[config.mk]
export PLATFORM = sky130hd
export DESIGN_NAME = pc_sequencer
export DESIGN_NICKNAME = d
export VERILOG_FILES = /design/src/rtl/pc_seq_pkg.sv /design/src/rtl/pc_target_mux.sv /design/src/rtl/pc_sequencer.sv
export SDC_FILE = /design/constraint.sdc
export NUM_CORES = 1
export LEC_CHECK = 0
export CAP_MARGIN = 40
export CORE_UTILIZATION = 40
export CTS_CLUSTER_DIAMETER = 60
export DETAILED_ROUTE_END_ITERATION = 16
export HOLD_SLACK_MARGIN = 0.05
export PLACE_DENSITY = 0.72
export SYNTH_ARGS = -nofsm -noshare
export SYNTH_HDL_FRONTEND = slang
export SYNTH_SLANG_ARGS = --single-unit
export TNS_END_PERCENT = 100
[constraint.sdc]
create_clock -name clk -period 3.6 [get_ports clk]
set_input_delay 0.72 -clock clk [delete_from_list [all_inputs] [get_ports clk]]
set_output_delay 0.72 -clock clk [all_outputs]
set_load 0.005 [all_outputs]
[src/rtl/pc_seq_pkg.sv]
// Shared types and default vectors for the fetch PC sequencer.
package pc_seq_pkg;

  localparam int unsigned XLEN = 32;

  localparam logic [XLEN-1:0] PC_RESET_VEC = 32'h0000_3000;
  localparam logic [XLEN-1:0] PC_EXC_VEC   = 32'h0000_4180;

  typedef enum logic {
    RUN,
    PEND
  } state_e;

  typedef enum logic [2:0] {
    SRC_SEQ,
    SRC_BR,
    SRC_J,
    SRC_JR,
    SRC_ERET,
    SRC_EXC
  } src_e;

  // Branch target: PC+4 of the branch plus the word offset, mod 2^32.
  function automatic logic [XLEN-1:0] br_target(input logic [XLEN-1:0] npc,
                                                input logic [XLEN-1:0] off);
    return npc + (off << 2);
  endfunction

endpackage

[src/rtl/pc_target_mux.sv]
// Redirect target computation and priority select for the fetch PC.
module pc_target_mux
  import pc_seq_pkg::*;
#(
  parameter logic [XLEN-1:0] EXC_VEC = PC_EXC_VEC
) (
  input  logic [XLEN-1:0] id_npc_i,
  input  logic            br_valid_i,
  input  logic            br_taken_i,
  input  logic [XLEN-1:0] br_offset_i,
  input  logic            j_valid_i,
  input  logic [25:0]     j_index_i,
  input  logic            jr_valid_i,
  input  logic [XLEN-1:0] jr_target_i,
  input  logic            exc_req_i,
  input  logic            eret_req_i,
  input  logic [XLEN-1:0] epc_i,
  output logic [XLEN-1:0] tgt_o,
  output src_e            src_o,
  output logic            misalign_o
);

  // Fixed priority: exception, ERET, JR, J, taken branch, sequential.
  always_comb begin
    src_o = SRC_SEQ;
    tgt_o = '0;
    if (exc_req_i) begin
      src_o = SRC_EXC;
      tgt_o = EXC_VEC;
    end else if (eret_req_i) begin
      src_o = SRC_ERET;
      tgt_o = epc_i;
    end else if (jr_valid_i) begin
      src_o = SRC_JR;
      tgt_o = jr_target_i;
    end else if (j_valid_i) begin
      src_o = SRC_J;
      tgt_o = {id_npc_i[31:28], j_index_i, 2'b00};
    end else if (br_valid_i && br_taken_i) begin
      src_o = SRC_BR;
      tgt_o = br_target(id_npc_i, br_offset_i);
    end
  end

  // Only register-sourced targets can be misaligned.
  assign misalign_o = ((src_o == SRC_JR) || (src_o == SRC_ERET)) && (tgt_o[1:0] != 2'b00);

endmodule

[src/rtl/pc_sequencer.sv]
// Fetch PC register with redirect select, stall-time redirect holding and stats.
// Define PC_DELAY_SLOT_EN for delay-slot semantics (no IF flush on branch/jump/ERET).
module pc_sequencer
  import pc_seq_pkg::*;
#(
  parameter logic [XLEN-1:0] RESET_VEC = PC_RESET_VEC,
  parameter logic [XLEN-1:0] EXC_VEC   = PC_EXC_VEC,
  parameter int unsigned     CNT_W     = 16
) (
  input  logic             clk,
  input  logic             reset,
  input  logic             stall,
  input  logic [XLEN-1:0]  id_npc,
  input  logic             br_valid,
  input  logic             br_taken,
  input  logic [XLEN-1:0]  br_offset,
  input  logic             j_valid,
  input  logic [25:0]      j_index,
  input  logic             jr_valid,
  input  logic [XLEN-1:0]  jr_target,
  input  logic             exc_req,
  input  logic             eret_req,
  input  logic [XLEN-1:0]  epc,
  output logic [XLEN-1:0]  pc,
  output logic [XLEN-1:0]  npc,
  output logic             flush_if,
  output logic             addr_err,
  output logic [CNT_W-1:0] redir_cnt
);

`ifdef PC_DELAY_SLOT_EN
  localparam logic REDIR_FLUSH = 1'b0;
`else
  localparam logic REDIR_FLUSH = 1'b1;
`endif

  state_e            state_q, state_d;
  logic [XLEN-1:0]   pc_q, pc_d;
  logic [XLEN-1:0]   pend_q, pend_d;
  logic [CNT_W-1:0]  cnt_q, cnt_d;
  logic              addr_err_q, addr_err_d;
  logic              cnt_inc;
  logic              take_exc;

  logic [XLEN-1:0]   mux_tgt;
  src_e              mux_src;
  logic              mux_misalign;

  pc_target_mux #(
    .EXC_VEC (EXC_VEC)
  ) u_mux (
    .id_npc_i    (id_npc),
    .br_valid_i  (br_valid),
    .br_taken_i  (br_taken),
    .br_offset_i (br_offset),
    .j_valid_i   (j_valid),
    .j_index_i   (j_index),
    .jr_valid_i  (jr_valid),
    .jr_target_i (jr_target),
    .exc_req_i   (exc_req),
    .eret_req_i  (eret_req),
    .epc_i       (epc),
    .tgt_o       (mux_tgt),
    .src_o       (mux_src),
    .misalign_o  (mux_misalign)
  );

  // A misaligned JR/ERET target only matters while new redirects are accepted.
  assign take_exc = (mux_src == SRC_EXC) || ((state_q == RUN) && mux_misalign);

  always_comb begin
    state_d    = state_q;
    pc_d       = pc_q;
    pend_d     = pend_q;
    cnt_d      = cnt_q;
    addr_err_d = 1'b0;
    flush_if   = 1'b0;
    cnt_inc    = 1'b0;

    if (take_exc) begin
      pc_d       = EXC_VEC;
      pend_d     = '0;
      state_d    = RUN;
      flush_if   = 1'b1;
      addr_err_d = (mux_src != SRC_EXC);
    end else begin
      case (state_q)
        RUN: begin
          if (mux_src != SRC_SEQ) begin
            if (stall) begin
              pend_d  = mux_tgt;
              state_d = PEND;
            end else begin
              pc_d     = mux_tgt;
              flush_if = REDIR_FLUSH;
              cnt_inc  = 1'b1;
            end
          end else if (!stall) begin
            pc_d = pc_q + 32'd4;
          end
        end
        PEND: begin
          // First latched redirect wins; later ID inputs are ignored.
          if (!stall) begin
            pc_d     = pend_q;
            pend_d   = '0;
            flush_if = REDIR_FLUSH;
            cnt_inc  = 1'b1;
            state_d  = RUN;
          end
        end
        default: state_d = RUN;
      endcase
    end

    if (cnt_inc && (cnt_q != {CNT_W{1'b1}})) begin
      cnt_d = cnt_q + CNT_W'(1);
    end
  end

  always_ff @(posedge clk or posedge reset) begin
    if (reset) begin
      state_q    <= RUN;
      pc_q       <= RESET_VEC;
      pend_q     <= '0;
      cnt_q      <= '0;
      addr_err_q <= 1'b0;
    end else begin
      state_q    <= state_d;
      pc_q       <= pc_d;
      pend_q     <= pend_d;
      cnt_q      <= cnt_d;
      addr_err_q <= addr_err_d;
    end
  end

  assign pc        = pc_q;
  assign npc       = pc_q + 32'd4;
  assign addr_err  = addr_err_q;
  assign redir_cnt = cnt_q;

endmodule

==> impl_metrics.sql, run 1 <==
INSERT INTO impl_metrics (metric_group, metric, value, unit) VALUES
('sta', 'final_number_of_setup_violating_endpoints', '0', ''),
('global_routing', 'grt_antenna_before_repair', '0', ''),
('worst_hold_path', 'hold_path.class', 'register to register', ''),
('clock_network', 'clk_latency', '350', 'ps'),
('logic_synthesis', 'ys.warnings.count', '0', ''),
('worst_setup_path', 'slowest_delay', '550', 'ps'),
('routing', 'postRouteAntennaNets', '0', ''),
('logic_synthesis', 'synth_async_sr_flop_share', '1.00', ''),
('routing', 'route.vias.total', '8718', ''),
('pwr', 'power.ir.vdd_worst', '0.274', 'mV'),
('clock_network', 'clkSlewWorstSetupHoldPaths', '70', 'ps'),
('clock_network', 'clock_tree.buffer_depth', '2', ''),
('logic_synthesis', 'post_synthesis_instance_area', '7280', 'um^2'),
('final_layout', 'area_delta_synth_final', '48.8', '%'),
('clock_network', 'clk_root_buffer_cell', 'clkbuf_16', ''),
('worst_setup_path', 'critPathMaxFanout', '8', ''),
('global_routing', 'globalRouteOverflowTotal', '0', ''),
('final_layout', 'nets', '1410', ''),
('pwr', 'p_leak', '4.57', 'nW'),
('sta', 'timing.max_slew.rel_slack', '0.597', ''),
('sta', 'final_skew', '9.40', 'ps'),
('logic_synthesis', 'post_synth_edffs', '0', ''),
('sta', 'timing_max_transition_violations_final', '0', ''),
('sta', 'hold_viol_final', '0', ''),
('logic_synthesis', 'yosys.area.top_type_share', '0.275', ''),
('status', 'run_status', 'complete, no violations', ''),
('routing', 'drt-pass1-iter-count', '6', ''),
('routing', 'route.detailed.wl_per_inst', '20.1', 'um'),
('floorplanning', 'die_height', '137', 'um'),
('placement', 'postPlaceCellArea', '10400', 'um^2'),
('placement', 'post-dp-hpwl', '22.7', 'mm'),
('floorplanning', 'fp.dieArea', '18700', 'um^2'),
('floorplanning', 'rows', '48', ''),
('sta', 'final.hold.worst_slack', '472', 'ps'),
('logic_synthesis', 'ys_seq_area_frac', '0.282', ''),
('placement', 'gp_congestion', '0.977', ''),
('routing', 'route.detailed.drc', '0', ''),
('logic_synthesis', 'syn_inst', '929', ''),
('logic_synthesis', 'ys_seq_elements', '82', ''),
('worst_setup_path', 'timing.critical_path.slowest_stage_cell', 'clkdlybuf4s50_1', ''),
('worst_setup_path', 'timing.critical_path.arrival', '2790', 'ps'),
('final_layout', 'antenna_cells_inserted', '0', ''),
('floorplanning', 'floorplan.die.width', '137', 'um'),
('logic_synthesis', 'synth_top_cells_by_area', 'dfrtp_1 28%, a21oi_1 5.4%, ha_1 5.3%', ''),
('worst_setup_path', 'cp_cell_sequence', 'and4_1, nand4_1, or3_1, nor3_1, xnor2_1, clkdlybuf4s50_1', ''),
('worst_setup_path', 'setup.worst_path.end_class', 'output pin', ''),
('floorplanning', 'initial_utilization', '0.415', ''),
('logic_synthesis', 'post-synth-top-count-cell', 'nand2_1', ''),
('sta', 'max_slew.worst_pin.slew', '590', 'ps'),
('global_routing', 'groute.usage.overall', '0.312', ''),
('sta', 'worst_slack', '90.9', 'ps'),
('final_layout', 'final_core_utilization', '0.618', ''),
('logic_synthesis', 'synth.distinct_cells', '73', ''),
('clock_network', 'tritoncts_clock_tree', 'built', ''),
('final_layout', 'stdcell_area', '10800', 'um^2'),
('placement', 'pre_cts_slack', '-180', 'ps'),
('run', 'max_cap_violations', '0', ''),
('floorplanning', 'core_area', '17500', 'um^2'),
('clock_network', 'numCtsBuffers', '9', ''),
('clock_network', 'cts_htree_levels', '3', ''),
('global_routing', 'pin_count_of_the_biggest_net_entering_global_routing', '71', ''),
('clock_network', 'cts_repair_resize_count', '1', ''),
('global_routing', 'grt_pass1_vias', '8230', ''),
('sta', 'rsz0062_at_grt', 'false', ''),
('sta', 'clock.fmax', '285', 'MHz'),
('logic_synthesis', 'ys_dominant_reg_cell', 'dfrtp_1', ''),
('logic_synthesis', 'synth.top_cells.by_count', '102 x nand2_1, 80 x dfrtp_1, 79 x a21oi_1', ''),
('sta', 'layout_worst_path_cycle_share', '0.975', ''),
('final_layout', 'layout-drive-gt1-share', '0.116', ''),
('pwr', 'power_per_cell_area', '313', 'nW/um^2'),
('worst_setup_path', 'timing.setup.critical_path_class', 'register to output pin', '');
-- through the flow --
stage / instances / total power [mW]
after floorplan: 929 / 1.67
after global placement: 1429 / 2.29
after detailed placement: 1429 / 2.30
after CTS: 1445 / 3.37
after global routing: 1445 / 3.53
final: 1445 / 3.39
-- worst max-delay path: cells and delay by family, from the launching register on --
kind,cells,cell delay (ps)
xor gates and xnor gates,1,210
buffers and inverters,1,550
DFF,1,470
and+or+nand+nor,4,1220
-- cell type report --
cell class | count | area, um^2
clock buffer | 10 | 229
clock inverter | 6 | 114
fill | 1597 | 6710
inverter | 26 | 98.8
multi-input combinational | 763 | 4930
sequential | 82 | 2060
tap | 225 | 282
timing repair buffer | 333 | 3120
-- state kept, by name, indices dropped and copies added, names as in the netlist --
name	flops
pend_q	32
addr_err	1
redir_cnt	16
pc	32
state_q	1
-- power by group --
group,switching (mW),total [mW],leakage [nW],internal [mW]
registers,0.0976,1.10,1.08,1.00
clock network,0.392,1.07,0.159,0.681
logic,0.588,1.21,3.33,0.626
total,1.08,3.39,4.57,2.31
-- cells in the final DEF (no fill, tap or decap), types with 13 or more instances in the layout --
master,count
nor2_1,72
a21oi_1,79
o21a_1,18
nor3_1,17
nand3_1,32
ha_1,30
a211oi_1,13
inv_1,25
a221oi_1,18
nand2_1,102
xor2_1,27
a22oi_1,15
dfrtp_1,79
o21ai_0,76
and3_1,16
buf_4,90
a21o_1,21
clkdlybuf4s50_1,242
xnor2_1,31
nand2b_1,14
-- worst paths after layout --
check,to,slack (ps),start,cells past startpoint
setup / recovery,npc[27],90,pc[4],6
hold / removal,pend_q[11],470,pend_q[11],1
setup reg to reg,pc[22],1060,pc[3],11
hold reg to reg,pend_q[11],470,pend_q[11],1
max in group asynchronous,pc[13],2290,reset,3
min in group asynchronous,pc[11],630,reset,2
-- kinds of logic (layout without fill, tap and decap cells) --
logic type | count (synthesis) | in the layout | share of synthesized area
buf+inv | 84 | 375 | 0.0466
flops | 82 | 82 | 0.282
simple gates | 318 | 318 | 0.214
compound gates | 348 | 348 | 0.322
mux | 5 | 5 | 0.00722
xor+xnor | 60 | 60 | 0.0722
fa+ha+maj | 32 | 32 | 0.0560
-- per-layer routing --
layer	track usage	part of all wire	up-vias
met1	0.407	0.40	4090
met2	0.526	0.47	522
met5	0	0	-
met3	0.0530	0.094	57
met4	0.0958	0.027	0
li1	-	-	4049
Power figures use the tool's default switching activity.
==> inputs of run 2 (changes only) <==
--- a/config.mk
+++ b/config.mk
@@ -9,7 +9,6 @@
 export CORE_UTILIZATION = 40
 export CTS_CLUSTER_DIAMETER = 60
 export DETAILED_ROUTE_END_ITERATION = 16
-export HOLD_SLACK_MARGIN = 0.05
 export PLACE_DENSITY = 0.72
 export SYNTH_ARGS = -nofsm -noshare
 export SYNTH_HDL_FRONTEND = slang
==> results of run 2 <==
Same layout as run 1: the final DEF is identical, and so are final timing and power.
==> RTL edit 1: new RTL, config.mk and constraints of run 2 <==
Build with the macro `PC_DELAY_SLOT_EN` defined.
--- a/src/rtl/pc_sequencer.sv
+++ b/src/rtl/pc_sequencer.sv
@@ -1,5 +1,7 @@
 // Fetch PC register with redirect select, stall-time redirect holding and stats.
 // Define PC_DELAY_SLOT_EN for delay-slot semantics (no IF flush on branch/jump/ERET).
+`define PC_DELAY_SLOT_EN
+
 module pc_sequencer
   import pc_seq_pkg::*;
 #(
Check against the original RTL: not equivalent (a bounded check fails within 4 cycles, from zero or initial values and one cycle with reset high).
==> RTL edit 1 against run 2 <==
- highest routed layer unchanged
- die area down 6.2%
- design area down 6.7%
- largest cell class unchanged
- worst setup slack worse by 0.0091 ns
- routed wire length down 11%
- sequential share of layout area up 1.3 points
- sequential cell count unchanged
- synthesized area down 6.3%
- total power down 13%
- critical path type unchanged
==> RTL edit 1: results <==
hold_path:
  hold_end: "pend_q[2]"
  min_from: "pend_q[2]"
  whs_path_depth: 2
  min_path_type: "flop to flop"
cells_and_area:
  seq_share_pct: 20.33
  clk_share_pct: 2.514
  nNetsFinal: 1309
  nonClkBufAreaFrac_pct: 28.80
  drive_above_1_share_pct: 9.132
  fill_cells: 1491
  n_all_inverters: 31
  buffers: 305
  nClkBuffers: 14
  final_core_util_pct: 60.72
  multiInputGateArea_um2: 4493
  multi_input_cells: 685
  seq_cells: 82
synthesis:
  synth_compound_area_share_pct: 32.03
  yosysSeqAreaShare_pct: 30.12
  yosys-top-cells-area: "dfrtp_1 (29%), a21oi_1 (5.8%), ha_1 (5.7%)"
  synthCells: 851
  synth_nets: 1046
  synth_fa_ha_area_share_pct: 5.981
  synth.distinct_cells: 78
  synth_mux_area_share_pct: 0.4586
  synth-xor-area-share_pct: 8.219
critical_path:
  critPathCapture: "npc[29]"
  arrival_ns: 2.80
  slowest_stage: "dfstp_2"
  reg2regPathDepth: 7
  max_stage_delay_ns: 0.57
  r2r_end: "pc[30]"
  r2r_start: "pc[12]"
  crit_fanout: 4
power_and_ir_drop:
  ir_drop_uv: 187.5
  p_leak_nw: 4.137
placed_design:
  place.gp.congestion: 0.9218
  place_hpwl_um: 20570
  dp_cells: 1322
  pre_cts_slack_ns: -0.07253
  placed_cell_area_um2: 9794
timing:
  finalCritPeriodShare_pct: 97.73
  finClkSkew_ns: 0.006306
  whs_ns: 0.4739
  slew-limit-headroom_pct: 55.35
detailed_routing:
  first_pass_iters: 5
  initialDrtViolationCount: 608
  drt_wl_total_um: 25850
  post_drt_wl_per_cell_um: 19.33
  via_count: 7746
global_route:
  grt_pass1_vias: 7409
  grt_max_degree: 48
  globalRouteTotalUtil_pct: 29.29
  grt_pass1_wl_um: 40640
die:
  dieArea_um2: 17580
outcome:
  status: "finished, final reports clean"
RTL edit 1: worst max-delay path, delay by kind of cell, from the launching register on:
kind	cells	cell delay (ns)
buf+inv	2	0.73
flops	1	0.57
simple gates	5	1.00
xor+xnor	1	0.17
RTL edit 1: routing by layer:
metal	vias to the layer above	global-route usage, %	share of wire (%)
met2	397	47.81	47
met4	0	8.940	2.4
met1	3624	39.79	43
met5	-	0	0
met3	42	4.559	7.7
li1	3683	-	-
RTL edit 1: where the power goes:
part | switching (mW) | internal, mW | total, mW
Combinational | 0.502 | 0.547 | 1.05
Clock | 0.350 | 0.480 | 0.830
Sequential | 0.0751 | 0.984 | 1.06
Total | 0.927 | 2.01 | 2.94
RTL edit 1: what timing repair did:
item	4_1_cts	5_1_grt
setup buffers	0	1
resized for setup	2	9
hold buffers	0	0
pin swaps	0	2
setup endpoints to repair	1	9
==> RTL edit 2: new RTL, config.mk and constraints of run 2 <==
Made on the original files. Add an input register stage for `jr_target`, cleared by the reset; this delays it by one clock. The other inputs are not delayed to match.
--- a/src/rtl/pc_sequencer.sv
+++ b/src/rtl/pc_sequencer.sv
@@ -28,6 +28,16 @@
   output logic [CNT_W-1:0] redir_cnt
 );
 
+  logic [XLEN-1:0] jr_target_q;
+
+  always_ff @(posedge clk or posedge reset) begin
+    if (reset) begin
+      jr_target_q <= '0;
+    end else begin
+      jr_target_q <= jr_target;
+    end
+  end
+
 `ifdef PC_DELAY_SLOT_EN
   localparam logic REDIR_FLUSH = 1'b0;
 `else
@@ -56,7 +66,7 @@
     .j_valid_i   (j_valid),
     .j_index_i   (j_index),
     .jr_valid_i  (jr_valid),
-    .jr_target_i (jr_target),
+    .jr_target_i (jr_target_q),
     .exc_req_i   (exc_req),
     .eret_req_i  (eret_req),
     .epc_i       (epc),
Formal check against the unedited RTL: not equivalent (a bounded check fails within 4 cycles, from zero or initial values and one cycle with reset high).
==> RTL edit 2 against run 2 <==
- total power is 30% higher
- global-route usage down 0.069 points
- design area grew 12%
- synthesized area is 11% higher
- highest routed layer unchanged
- largest cell class unchanged
- die area up 11%
- worst setup slack better by 0.012 ns
- routed wire length is 8.9% higher
- clock power is 60% higher
- via count is 4.2% higher
- fmax up 0.35%
- sequential cell count up 32
- synthesized cell count grew 1.5%
==> RTL edit 2: results <==
global_route:
  grt_pass1_wl_um: 48510
  grt_pass1_vias: 8960
  antenna_found_initial: 1
critical_path:
  r2r_start: "pc[12]"
  crit_start: "j_valid"
  arrival_ns: 2.78
  crit_fanout: 4
  critPathCapture: "flush_if"
  reg2regPathDepth: 9
  r2r_setup_slack_ns: 0.95
synthesis:
  synth_nets: 1138
  synth.distinct_cells: 84
  yosysSeqAreaShare_pct: 35.23
  yosys-top-cells-area: "dfrtp_1 (35%), nand2_1 (5.2%), ha_1 (4.8%)"
  synth.avg_cell_area_um2: 8.594
  synth_common_cells: "dfrtp_1 (112), nand2_1 (112), nor2_1 (70), o21ai_0 (70), a21oi_1 (60)"
  synth_compound_area_share_pct: 28.86
  synth_mux_area_share_pct: 1.143
  synth_fa_ha_area_share_pct: 5.033
  synth-xor-area-share_pct: 6.160
timing:
  whs_ns: 0.4806
  slew-limit-headroom_pct: 40.19
  max_clock_freq_ghz: 0.2860
cells_and_area:
  drive_above_1_share_pct: 14.22
  syn_to_final_growth_pct: 49.50
  buffers: 342
  diodes: 1
  n_all_inverters: 22
  regArea_um2: 2860
  fill_cells: 1747
  clk_share_pct: 4.905
  nClkBuffers: 18
  nNetsFinal: 1441
  multi_input_cells: 749
  nonClkBufAreaFrac_pct: 26.50
die:
  dieArea_um2: 20830
placed_design:
  place_hpwl_um: 24210
  dp_cells: 1489
  place.gp.congestion: 1.007
  pre_cts_slack_ns: -0.2352
  placed_cell_area_um2: 11390
detailed_routing:
  via_per_inst: 5.958
  first_pass_iters: 5
  initialDrtViolationCount: 780
  drt_wl_total_um: 31560
power_and_ir_drop:
  p_leak_nw: 5.167
  ir_drop_uv: 423.8
clock_network:
  cts.sinks: 114
  htreeDepth: 4
  clkLatencyLatePin_ns: 0.43
outcome:
  status: "finished, final reports clean"
hold_path:
  whs_path_depth: 2
-- RTL edit 2: cell count changes in the layout (fill, tap and decap cells not counted), moves of 6 or more --
cell,change
xnor2_1,-6
a22oi_1,-6
o21ai_0,-6
a21oi_1,-19
inv_1,-7
nand2_1,+9
clkbuf_16,+8
buf_4,+7
dfrtp_1,+29
a221o_1,+8
-- RTL edit 2: routing by layer --
metal | wire length (um) | GRT usage (%) | up-vias
met5 | 0 | 0 | -
met4 | 1431 | 15.40 | 0
met3 | 3178 | 6.821 | 84
met2 | 14090 | 48.13 | 574
met1 | 12870 | 41.07 | 4281
li1 | - | - | 4147
-- RTL edit 2: power breakdown --
group	switching, mW	leakage, nW	total (mW)	internal (mW)
sequential	0.100	1.46	1.47	1.37
clock	0.667	0.275	1.71	1.04
combinational	0.599	3.43	1.23	0.628
-- RTL edit 2: timing repair --
action / CTS / global route
cloned: 0 / 0
endpoints found under the setup margin: 8 / 12
setup buffers: 3 / 0
gates resized for setup: 6 / 18
pin swaps: 2 / 3
